===== src/rtl/order_dispatcher_if.sv =====
// Order dispatcher bus: parsed-order input side, per-book busy/start
// handshake, and the registered payload presented to the started book.
//   slave  : the dispatcher (consumes orders and busy, drives starts/payload)
//   master : the environment (parser + order books)
// Signals:
//   i_valid, i_stock_symbol, i_order_type, i_trade_type,
//   i_order_id, i_price, i_quantity      parsed order from the parser
//   i_book_busy                          per-book busy, bit n = book n
//   o_book_start                         one-hot start strobe to a book
//   o_order_type, o_trade_type,
//   o_order_id, o_price, o_quantity      payload for the started book
//   o_full                               queue full (parser back-pressure)
//   o_drop_count                         orders discarded since reset
interface order_dispatcher_if #(
    parameter int REG_WIDTH = 32
);
    logic                 i_valid;
    logic [1:0]           i_stock_symbol;
    logic [1:0]           i_order_type;
    logic                 i_trade_type;
    logic [REG_WIDTH-1:0] i_order_id;
    logic [REG_WIDTH-1:0] i_price;
    logic [REG_WIDTH-1:0] i_quantity;
    logic [3:0]           i_book_busy;
    logic [3:0]           o_book_start;
    logic [1:0]           o_order_type;
    logic                 o_trade_type;
    logic [REG_WIDTH-1:0] o_order_id;
    logic [REG_WIDTH-1:0] o_price;
    logic [REG_WIDTH-1:0] o_quantity;
    logic                 o_full;
    logic [15:0]          o_drop_count;

    modport slave (
        input  i_valid, i_stock_symbol, i_order_type, i_trade_type,
               i_order_id, i_price, i_quantity, i_book_busy,
        output o_book_start, o_order_type, o_trade_type,
               o_order_id, o_price, o_quantity, o_full, o_drop_count
    );

    modport master (
        output i_valid, i_stock_symbol, i_order_type, i_trade_type,
               i_order_id, i_price, i_quantity, i_book_busy,
        input  o_book_start, o_order_type, o_trade_type,
               o_order_id, o_price, o_quantity, o_full, o_drop_count
    );
endinterface


===== src/rtl/order_dispatcher.sv =====
// Order dispatcher: queues parsed orders in a strict FIFO shared by all four
// symbols and issues them one at a time to their order book. An order is
// issued only when its book is not busy; a busy head blocks the whole queue.
// Each issue is IDLE -> ISSUE (one-cycle start strobe) -> HOLD (lets the book
// raise busy) -> IDLE, so starts are at least three cycles apart.
// Ports:
//   i_clk    clock, all state on rising edge
//   i_rst_n  synchronous active-low reset
//   bus      order_dispatcher_if slave modport (orders in, starts/payload out)
module order_dispatcher #(
    parameter int REG_WIDTH  = 32,
    parameter int FIFO_DEPTH = 4
) (
    input logic                 i_clk,
    input logic                 i_rst_n,
    order_dispatcher_if.slave   bus
);
    localparam int AW = $clog2(FIFO_DEPTH);
    localparam int CW = AW + 1;
    localparam logic [CW-1:0] DEPTH_C = CW'(FIFO_DEPTH);

    typedef enum logic [1:0] {IDLE, ISSUE, HOLD} state_t;

    state_t        state;
    logic [AW-1:0] wr_ptr;
    logic [AW-1:0] rd_ptr;
    logic [CW-1:0] count;

    logic [1:0]           sym_mem   [FIFO_DEPTH];
    logic [1:0]           otype_mem [FIFO_DEPTH];
    logic                 ttype_mem [FIFO_DEPTH];
    logic [REG_WIDTH-1:0] id_mem    [FIFO_DEPTH];
    logic [REG_WIDTH-1:0] price_mem [FIFO_DEPTH];
    logic [REG_WIDTH-1:0] qty_mem   [FIFO_DEPTH];

    logic [1:0] head_sym;
    logic       pop;
    logic       push;
    logic       drop;

    function automatic logic [15:0] sat_inc(input logic [15:0] v);
        return (v == 16'hFFFF) ? v : v + 16'd1;
    endfunction

    assign head_sym = sym_mem[rd_ptr];
    // Pops only happen from IDLE, so busy changes during ISSUE/HOLD cannot
    // disturb an order already in flight.
    assign pop  = (state == IDLE) && (count != '0) && !bus.i_book_busy[head_sym];
    // A full queue still accepts an order when the head leaves on the same edge.
    assign push = bus.i_valid && (bus.i_order_type != 2'd3) &&
                  ((count < DEPTH_C) || pop);
    assign drop = bus.i_valid && !push;

    assign bus.o_full = (count == DEPTH_C);

    // Queue storage holds data only; validity is tracked by pointers/count.
    always_ff @(posedge i_clk) begin
        if (push) begin
            sym_mem[wr_ptr]   <= bus.i_stock_symbol;
            otype_mem[wr_ptr] <= bus.i_order_type;
            ttype_mem[wr_ptr] <= bus.i_trade_type;
            id_mem[wr_ptr]    <= bus.i_order_id;
            price_mem[wr_ptr] <= bus.i_price;
            qty_mem[wr_ptr]   <= bus.i_quantity;
        end
    end

    always_ff @(posedge i_clk) begin
        if (!i_rst_n) begin
            state            <= IDLE;
            wr_ptr           <= '0;
            rd_ptr           <= '0;
            count            <= '0;
            bus.o_drop_count <= '0;
            bus.o_book_start <= '0;
            bus.o_order_type <= '0;
            bus.o_trade_type <= 1'b0;
            bus.o_order_id   <= '0;
            bus.o_price      <= '0;
            bus.o_quantity   <= '0;
        end else begin
            if (push) wr_ptr <= wr_ptr + 1'b1;
            if (pop)  rd_ptr <= rd_ptr + 1'b1;
            case ({push, pop})
                2'b10:   count <= count + 1'b1;
                2'b01:   count <= count - 1'b1;
                default: count <= count;
            endcase
            if (drop) bus.o_drop_count <= sat_inc(bus.o_drop_count);

            bus.o_book_start <= '0;
            case (state)
                IDLE: begin
                    if (pop) begin
                        state            <= ISSUE;
                        bus.o_book_start <= 4'b0001 << head_sym;
                        bus.o_order_type <= otype_mem[rd_ptr];
                        bus.o_trade_type <= ttype_mem[rd_ptr];
                        bus.o_order_id   <= id_mem[rd_ptr];
                        bus.o_price      <= price_mem[rd_ptr];
                        bus.o_quantity   <= qty_mem[rd_ptr];
                    end
                end
                ISSUE:   state <= HOLD;
                HOLD:    state <= IDLE;
                default: state <= IDLE;
            endcase
        end
    end
endmodule

===== src/flat_wrapper.sv =====
// flat-port wrapper written by rule: the top's interface ports become plain ports
module order_dispatcher_flat 
#(
    parameter int REG_WIDTH  = 32,
    parameter int FIFO_DEPTH = 4
)
  (i_clk, i_rst_n, bus_i_valid, bus_i_stock_symbol, bus_i_order_type, bus_i_trade_type, bus_i_order_id, bus_i_price, bus_i_quantity, bus_i_book_busy, bus_o_book_start, bus_o_order_type, bus_o_trade_type, bus_o_order_id, bus_o_price, bus_o_quantity, bus_o_full, bus_o_drop_count);
  order_dispatcher_if #(.REG_WIDTH(REG_WIDTH)) bus_i ();
  input logic i_clk;
  input logic i_rst_n;
  input wire logic [$bits(bus_i.i_valid)-1:0] bus_i_valid;
  input wire logic [$bits(bus_i.i_stock_symbol)-1:0] bus_i_stock_symbol;
  input wire logic [$bits(bus_i.i_order_type)-1:0] bus_i_order_type;
  input wire logic [$bits(bus_i.i_trade_type)-1:0] bus_i_trade_type;
  input wire logic [$bits(bus_i.i_order_id)-1:0] bus_i_order_id;
  input wire logic [$bits(bus_i.i_price)-1:0] bus_i_price;
  input wire logic [$bits(bus_i.i_quantity)-1:0] bus_i_quantity;
  input wire logic [$bits(bus_i.i_book_busy)-1:0] bus_i_book_busy;
  output wire logic [$bits(bus_i.o_book_start)-1:0] bus_o_book_start;
  output wire logic [$bits(bus_i.o_order_type)-1:0] bus_o_order_type;
  output wire logic [$bits(bus_i.o_trade_type)-1:0] bus_o_trade_type;
  output wire logic [$bits(bus_i.o_order_id)-1:0] bus_o_order_id;
  output wire logic [$bits(bus_i.o_price)-1:0] bus_o_price;
  output wire logic [$bits(bus_i.o_quantity)-1:0] bus_o_quantity;
  output wire logic [$bits(bus_i.o_full)-1:0] bus_o_full;
  output wire logic [$bits(bus_i.o_drop_count)-1:0] bus_o_drop_count;
  assign bus_i.i_valid = bus_i_valid;
  assign bus_i.i_stock_symbol = bus_i_stock_symbol;
  assign bus_i.i_order_type = bus_i_order_type;
  assign bus_i.i_trade_type = bus_i_trade_type;
  assign bus_i.i_order_id = bus_i_order_id;
  assign bus_i.i_price = bus_i_price;
  assign bus_i.i_quantity = bus_i_quantity;
  assign bus_i.i_book_busy = bus_i_book_busy;
  assign bus_o_book_start = bus_i.o_book_start;
  assign bus_o_order_type = bus_i.o_order_type;
  assign bus_o_trade_type = bus_i.o_trade_type;
  assign bus_o_order_id = bus_i.o_order_id;
  assign bus_o_price = bus_i.o_price;
  assign bus_o_quantity = bus_i.o_quantity;
  assign bus_o_full = bus_i.o_full;
  assign bus_o_drop_count = bus_i.o_drop_count;
  order_dispatcher #(.REG_WIDTH(REG_WIDTH), .FIFO_DEPTH(FIFO_DEPTH)) u_core (.i_clk(i_clk), .i_rst_n(i_rst_n), .bus(bus_i));
endmodule

===== config.mk =====
export PLATFORM = sky130hd
export DESIGN_NAME = order_dispatcher_flat
export DESIGN_NICKNAME = d
export VERILOG_FILES = /design/src/rtl/order_dispatcher_if.sv /design/src/rtl/order_dispatcher.sv /design/src/flat_wrapper.sv
export SDC_FILE = /design/constraint.sdc
export NUM_CORES = 1
export LEC_CHECK = 0
export ABC_AREA = 1
export ABC_CLOCK_PERIOD_IN_PS = 10900
export CAP_MARGIN = 20
export CORE_ASPECT_RATIO = 1.1
export CORE_MARGIN = 2
export CORE_UTILIZATION = 30
export CTS_BUF_LIST = sky130_fd_sc_hd__clkbuf_4 sky130_fd_sc_hd__clkbuf_8
export CTS_CLUSTER_SIZE = 14
export DETAILED_ROUTE_END_ITERATION = 16
export HOLD_SLACK_MARGIN = 0.1
export PLACE_DENSITY = 0.59
export SYNTH_ARGS = -nofsm -noshare
export SYNTH_HDL_FRONTEND = slang
export SYNTH_SLANG_ARGS = --single-unit

===== constraint.sdc =====
create_clock -name i_clk -period 10.9 [get_ports i_clk]
set_clock_uncertainty 0.1 [all_clocks]
set_input_delay 3.27 -clock i_clk [delete_from_list [all_inputs] [get_ports i_clk]]
set_output_delay 3.27 -clock i_clk [all_outputs]
set_load 0.01 [all_outputs]

==> summary.md, run 1 <==
| Metric | Value |
|---|---|
| Status | `complete, no violations` |
| Clock Power Share | `0.304` |
| Via count of the first global-routing pass | `13,550` |
| Max-slew violations | `0` |
| Mapped cell area | `20,090 um2` |
| Largest net degree at the start of global routing | `128` |
| Seq cells post-synth | `534` |
| Post-CTS sizing | `0` |
| Most frequent cells in the layout | `edfxtp_1 (404), nand2_1 (261), nor2_1 (238), clkdlybuf4s50_1 (227), o21ai_0 (206)` |
| Final Cycle Share | `0.5768` |
| Max Cap Viol | `0` |
| Most common cell after layout, fill and taps aside | `edfxtp_1` |
| Switching Fraction | `0.3187` |
| Final Hold Viols | `0` |
| Least-Margin Pin Slew | `1097 ps` |
| Main synth FF type | `edfxtp_1` |
| Drt wl/cell | `17.98 um` |
| Hold Buf Count CTS | `0` |
| Die area | `69,060 um2` |
| CP Capture Type | `flop` |
| Final setup violation count | `0` |
| Initial antenna violation count | `7` |
| Synth warn | `0` |
| Crit-path cells | `clkdlybuf4s50_1 > nand3b_1 > nand3_2 > nand3_4 > nand2_2 > nand2_2 > nor2_4 > buf_4 > buf_4` |
| Final Power | `0.006068 W` |
| CP max FO | `42` |
| Clock Tree Root | `clkbuf_8` |
| Min cycle time layout | `6287 ps` |
| Crit path max-delay cell type | `buf_4` |
| Worst VDD drop | `108.9 uV` |
| Area after DPL | `23,080 um2` |
| RSZ-0062 raised after global routing | `no` |
| CTS Buf Count | `87` |
| Hpwl dp | `28.41 mm` |
| TritonCTS clock tree | `yes` |
| Deepest clock path buffer count | `3` |
| Die width | `250.7 um` |
| Async SR Flop Fraction | `0` |
| WP buf/inv | `3` |
| Finished Cell Area | `24,960 um2` |
| Total track usage | `0.1461` |
| Post-CTS setup buffer count | `0` |
| Hold Startpoint | `u_core.state[1]` |
| Syn_nets | `1,791` |
| Highest Clock Rate | `159.1 MHz` |
| H-tree levels | `3` |
| RD Place Congestion | `0.7615` |
| Mapped Cells | `1,676` |
| Die H | `275.4 um` |
| Initial core utilization | `0.3032` |
| Lkg Pwr | `8.413 nW` |
| Critical path data required time | `11,080 ps` |
| Pre-antenna DRT Iters | `5` |
| Seq/Total Area, Yosys | `0.7334` |
| Worst setup SP type | `primary input` |
| Post-route setup TNS | `0 ps` |
| Avg Cell Area, Syn | `11.99 um2` |
| Core area | `66,270 um2` |
| Area Overhead vs Synth | `24.23%` |
| Final #Nets | `2,018` |
| Residual DRC | `0` |
| Clock-pin slew on the worst setup and hold paths | `60 ps` |
| Clk_lat worst skew | `670 ps` |
| Final ANT Viol Nets | `0` |
| Number of synthesized flops with an enable pin | `404` |
| Share of power burned in registers | `0.437` |
| Max incr delay on CP | `670 ps` |
| Cell variety after synth | `33` |
| Detailed-route via count | `13,350` |
| Grt total ovfl | `0` |
| P per Cell Area | `243.1 nW/um2` |
| Port buffer count | `227` |
| Worst hold margin | `307.2 ps` |
| Kind of critical path | `primary input to flop` |
| Iteration-0 DRC count of the detailed router | `747` |
| IO Count | `228` |
| Drt total wl | `51.02 mm` |
| Crit path launch | `bus_i_book_busy[1]` |
| Worst path arrival time | `6460 ps` |
| Top delay family on crit path | `simple AND/OR/NAND/NOR gates` |
| Via/cell ratio | `4.704` |
| Cell Rows | `99` |
| Wire length of the first global-routing pass | `77.61 mm` |
| Slew headroom | `0.2687` |
| Switch Pwr | `0.001934 W` |
| Combinational share of power | `0.259` |
| Min-Delay Path Class | `flop to flop` |
| Clock Sinks | `534` |
| Post-layout util | `0.3766` |
| Share of layout cells above drive strength 1 | `0.09813` |
| Internal | `0.004134 W` |
## cells in the mapped netlist, types with 5 or more instances
cell type  count  area (um2)
a21oi_1      108       540.5
buf_2         28       140.1
buf_8         10       150.1
clkbuf_1      60       225.2
dfxtp_1      130        2603
edfxtp_1     404       12130
ha_1           6       75.07
inv_1         52       195.2
nand2_1      261       979.7
nand2_2        5       31.28
nand3_1       14       70.07
nand3_2        5       50.05
nand4_1       15       93.84
nor2_1       242       908.4
nor3_1         5       25.02
o21ai_0      206        1031
o22ai_1       99       619.3
## logic make-up (layout without fill, tap and decap cells)
kind of cell,count (synthesis),after routing,share of synthesized area
AO/OA/AOI/OAI,416,416,0.1101
buffers and inverters,163,464,0.03967
XOR/XNOR,4,4,0.001744
adder cells (fa/ha/maj),7,7,0.004733
flip-flops,534,534,0.7334
AND/OR/NAND/NOR,552,552,0.1104
other,0,3,0
## worst paths after layout
kind	endpoint	cells after the start	slack, ps
worst max-delay path	u_core.price_mem[0][12]	9	4610
worst max register to register	u_core.price_mem[0][12]	12	6910
worst min register to register	u_core.state[1]	1	310
worst min-delay path	u_core.state[1]	1	310
## per-stage QoR
step	setup WS, ps	std cells
after floorplan	2107	1676
after global placement	3484	2670
after detailed placement	3855	2672
after CTS	4561	2835
after global routing	4314	2838
final	4613	2838
## power by group through the flow
stage	Clock, W	Combinational (W)	Sequential (W)
6_report	0.00184	0.00157	0.00265
5_1_grt	0.00199	0.00176	0.00268
4_1_cts	0.00191	0.00161	0.00266
3_5_place_dp	0	0.00161	0.00270
3_3_place_gp	0	0.00158	0.00269
2_1_floorplan	0	0.000941	0.00272
## layer usage
| layer | up-vias | track usage | share of wire |
|---|---|---|---|
| li1 | 6396 | - | - |
| met1 | 6556 | 0.1738 | 0.42 |
| met2 | 324 | 0.2606 | 0.51 |
| met3 | 70 | 0.03187 | 0.049 |
| met4 | 4 | 0.05216 | 0.019 |
| met5 | - | 0 | 0.00065 |
## state kept, by name, indices dropped and copies added, names as in the netlist, 8 cells and up, named ones only
name	flops
u_core.bus.o_drop_count	16
u_core.bus.o_order_id	32
u_core.bus.o_price	32
u_core.bus.o_quantity	32
u_core.id_mem	128
u_core.otype_mem	8
u_core.price_mem	128
u_core.qty_mem	128
u_core.sym_mem	8
## cell type report
cell class	instances	area, um2
fill	6354	41310
tap	858	1074
clock buffer	129	1538
timing repair buffer	246	2460
antenna	3	7.507
multi-input combinational	979	4589
inverter	55	217.7
clock inverter	34	331.6
sequential	534	14740
Note: power is estimated with default switching activity, not from simulation.
==> run 2, diff against run 1 <==
--- a/config.mk
+++ b/config.mk
@@ -6,7 +6,7 @@
 export NUM_CORES = 1
 export LEC_CHECK = 0
 export ABC_AREA = 1
-export ABC_CLOCK_PERIOD_IN_PS = 10900
+export ABC_CLOCK_PERIOD_IN_PS = 5650
 export CAP_MARGIN = 20
 export CORE_ASPECT_RATIO = 1.1
 export CORE_MARGIN = 2
@@ -15,7 +15,7 @@
 export CTS_CLUSTER_SIZE = 14
 export DETAILED_ROUTE_END_ITERATION = 16
 export HOLD_SLACK_MARGIN = 0.1
-export PLACE_DENSITY = 0.59
+export PLACE_DENSITY = 0.61
 export SYNTH_ARGS = -nofsm -noshare
 export SYNTH_HDL_FRONTEND = slang
 export SYNTH_SLANG_ARGS = --single-unit
==> constraint.sdc (replaced) <==
create_clock -name i_clk -period 5.65 [get_ports i_clk]
set_clock_uncertainty 0.1 [all_clocks]
set_input_delay 1.695 -clock i_clk [delete_from_list [all_inputs] [get_ports i_clk]]
set_output_delay 1.695 -clock i_clk [all_outputs]
set_load 0.01 [all_outputs]
==> run 2 against run 1 <==
Effect of this change: non-clock buffer count increased by 1; total power increased by 94%; global-route usage decreased by 0.29 points; clock power increased by 97%; sequential share of layout area decreased by 0.23 points; cell area increased by 0.40%; flip-flop and latch count unchanged; largest cell class unchanged.
==> summary.md, run 2 (synthesis gave the netlist of run 1 again) <==
| Metric | Value |
|---|---|
| Deepest clock path buffer count | `3` |
| CTS Buf Count | `88` |
| Die area | `69,060 um2` |
| Final #Nets | `2,020` |
| Max Cap Viol | `0` |
| Min cycle time layout | `3807 ps` |
| Die width | `250.7 um` |
| Pre-antenna DRT Iters | `5` |
| Post-CTS sizing | `0` |
| Crit path launch | `u_core.count[2]` |
| Iteration-0 DRC count of the detailed router | `808` |
| Area after DPL | `23,110 um2` |
| Finished Cell Area | `25,060 um2` |
| Slew headroom | `0.3406` |
| Share of layout cells above drive strength 1 | `0.1016` |
| Critical path data required time | `3860 ps` |
| Reg2Reg Setup Slack | `2610 ps` |
| Cell Rows | `99` |
| P per Cell Area | `470.1 nW/um2` |
| Largest net degree at the start of global routing | `124` |
| Post-layout util | `0.3781` |
| Via/cell ratio | `4.751` |
| Area Overhead vs Synth | `24.72%` |
| Drt wl/cell | `17.72 um` |
| Top flop regs | `u_core.id_mem x128, u_core.price_mem x128, u_core.qty_mem x128` |
| RSZ-0062 raised after global routing | `no` |
| Post-CTS setup buffer count | `0` |
| Kind of critical path | `flop to output pin` |
| Worst hold margin | `324.9 ps` |
| Hold Buf Count CTS | `0` |
| Crit path max-delay cell type | `clkdlybuf4s50_1` |
| Clock Tree Root | `clkbuf_8` |
| Min-Delay Path Class | `flop to flop` |
| Core area | `66,270 um2` |
| Residual DRC | `0` |
| Grt total ovfl | `0` |
| Die H | `275.4 um` |
| Final Hold Viols | `0` |
| Final setup violation count | `0` |
| Final Cycle Share | `0.6737` |
| CP Capture Type | `output pin` |
| Clk_lat worst skew | `660 ps` |
| Initial antenna violation count | `6` |
| Total track usage | `0.1432` |
| Hpwl dp | `28.51 mm` |
| Most common cell after layout, fill and taps aside | `edfxtp_1` |
| Hold Startpoint | `u_core.state[1]` |
| Via count of the first global-routing pass | `13,500` |
| Status | `complete, no violations` |
| Worst VDD drop | `299.3 uV` |
| Lkg Pwr | `8.466 nW` |
| Highest Clock Rate | `262.7 MHz` |
| Port buffer count | `227` |
| Worst setup SP type | `flop` |
| Most frequent cells in the layout | `edfxtp_1 (404), nand2_1 (261), nor2_1 (238), clkdlybuf4s50_1 (227), o21ai_0 (206)` |
| Post-route setup TNS | `0 ps` |
| Clock Sinks | `534` |
| Drt total wl | `50.30 mm` |
| Max incr delay on CP | `600 ps` |
| Detailed-route via count | `13,480` |
| TritonCTS clock tree | `yes` |
| CP max FO | `3` |
| Clock-pin slew on the worst setup and hold paths | `60 ps` |
| Max-slew violations | `0` |
| Crit-path cells | `inv_1 > nor3_1 > clkdlybuf4s50_1` |
| IO Count | `228` |
| H-tree levels | `3` |
| Worst path arrival time | `2010 ps` |
| Wire length of the first global-routing pass | `76.31 mm` |
| Initial core utilization | `0.3032` |
| Final ANT Viol Nets | `0` |
| Least-Margin Pin Slew | `989.1 ps` |
| RD Place Congestion | `0.7622` |
-- run 2: layout make-up --
| class | count | area, um2 |
|---|---|---|
| Tap cell | 858 | 1074 |
| Clock buffer | 135 | 1683 |
| Inverter | 55 | 217.7 |
| Timing Repair Buffer | 247 | 2492 |
| Sequential cell | 534 | 14740 |
| Multi-Input combinational cell | 979 | 4589 |
| Clock inverter | 28 | 255.2 |
| Antenna cell | 2 | 5.005 |
| Fill cell | 6285 | 41210 |
-- run 2: worst max-delay path, delay by kind of cell, from the launching register on --
family | cells | cell delay (ps)
flip-flops | 1 | 370
buffers and inverters | 2 | 690
AND/OR/NAND/NOR | 1 | 280
-- run 2: power by group --
| part | leakage, nW | switching [W] | internal [W] | total [W] |
|---|---|---|---|---|
| Combinational | 2.69 | 0.00192 | 0.00115 | 0.00307 |
| Clock | 1.03 | 0.00153 | 0.00209 | 0.00363 |
| Sequential | 4.75 | 0.000278 | 0.00481 | 0.00509 |
| Total | 8.47 | 0.00373 | 0.00805 | 0.0118 |
-- run 2: per-layer routing --
layer	track usage	wire, um	vias up
met2	0.2527	25110	319
met4	0.05862	1040	8
li1	-	-	6413
met1	0.1697	21450	6668
met3	0.03121	2642	74
met5	0	50	-
-- run 2: path summary, 6_finish.rpt --
kind,to,depth (start not counted)
setup / recovery,bus_o_full,3
hold / removal,u_core.state[1],1
setup reg to reg,u_core.price_mem[0][10],12
hold reg to reg,u_core.state[1],1
-- run 2: metrics by stage --
step | total power (W) | instances | setup WS, ps
floorplan | 0.007044 | 1676 | 176.1
global placement | 0.008217 | 2672 | 1277
detailed placement | 0.008299 | 2673 | 1252
CTS | 0.01196 | 2836 | 1733
global route | 0.01245 | 2838 | 1698
finish | 0.01178 | 2838 | 1843
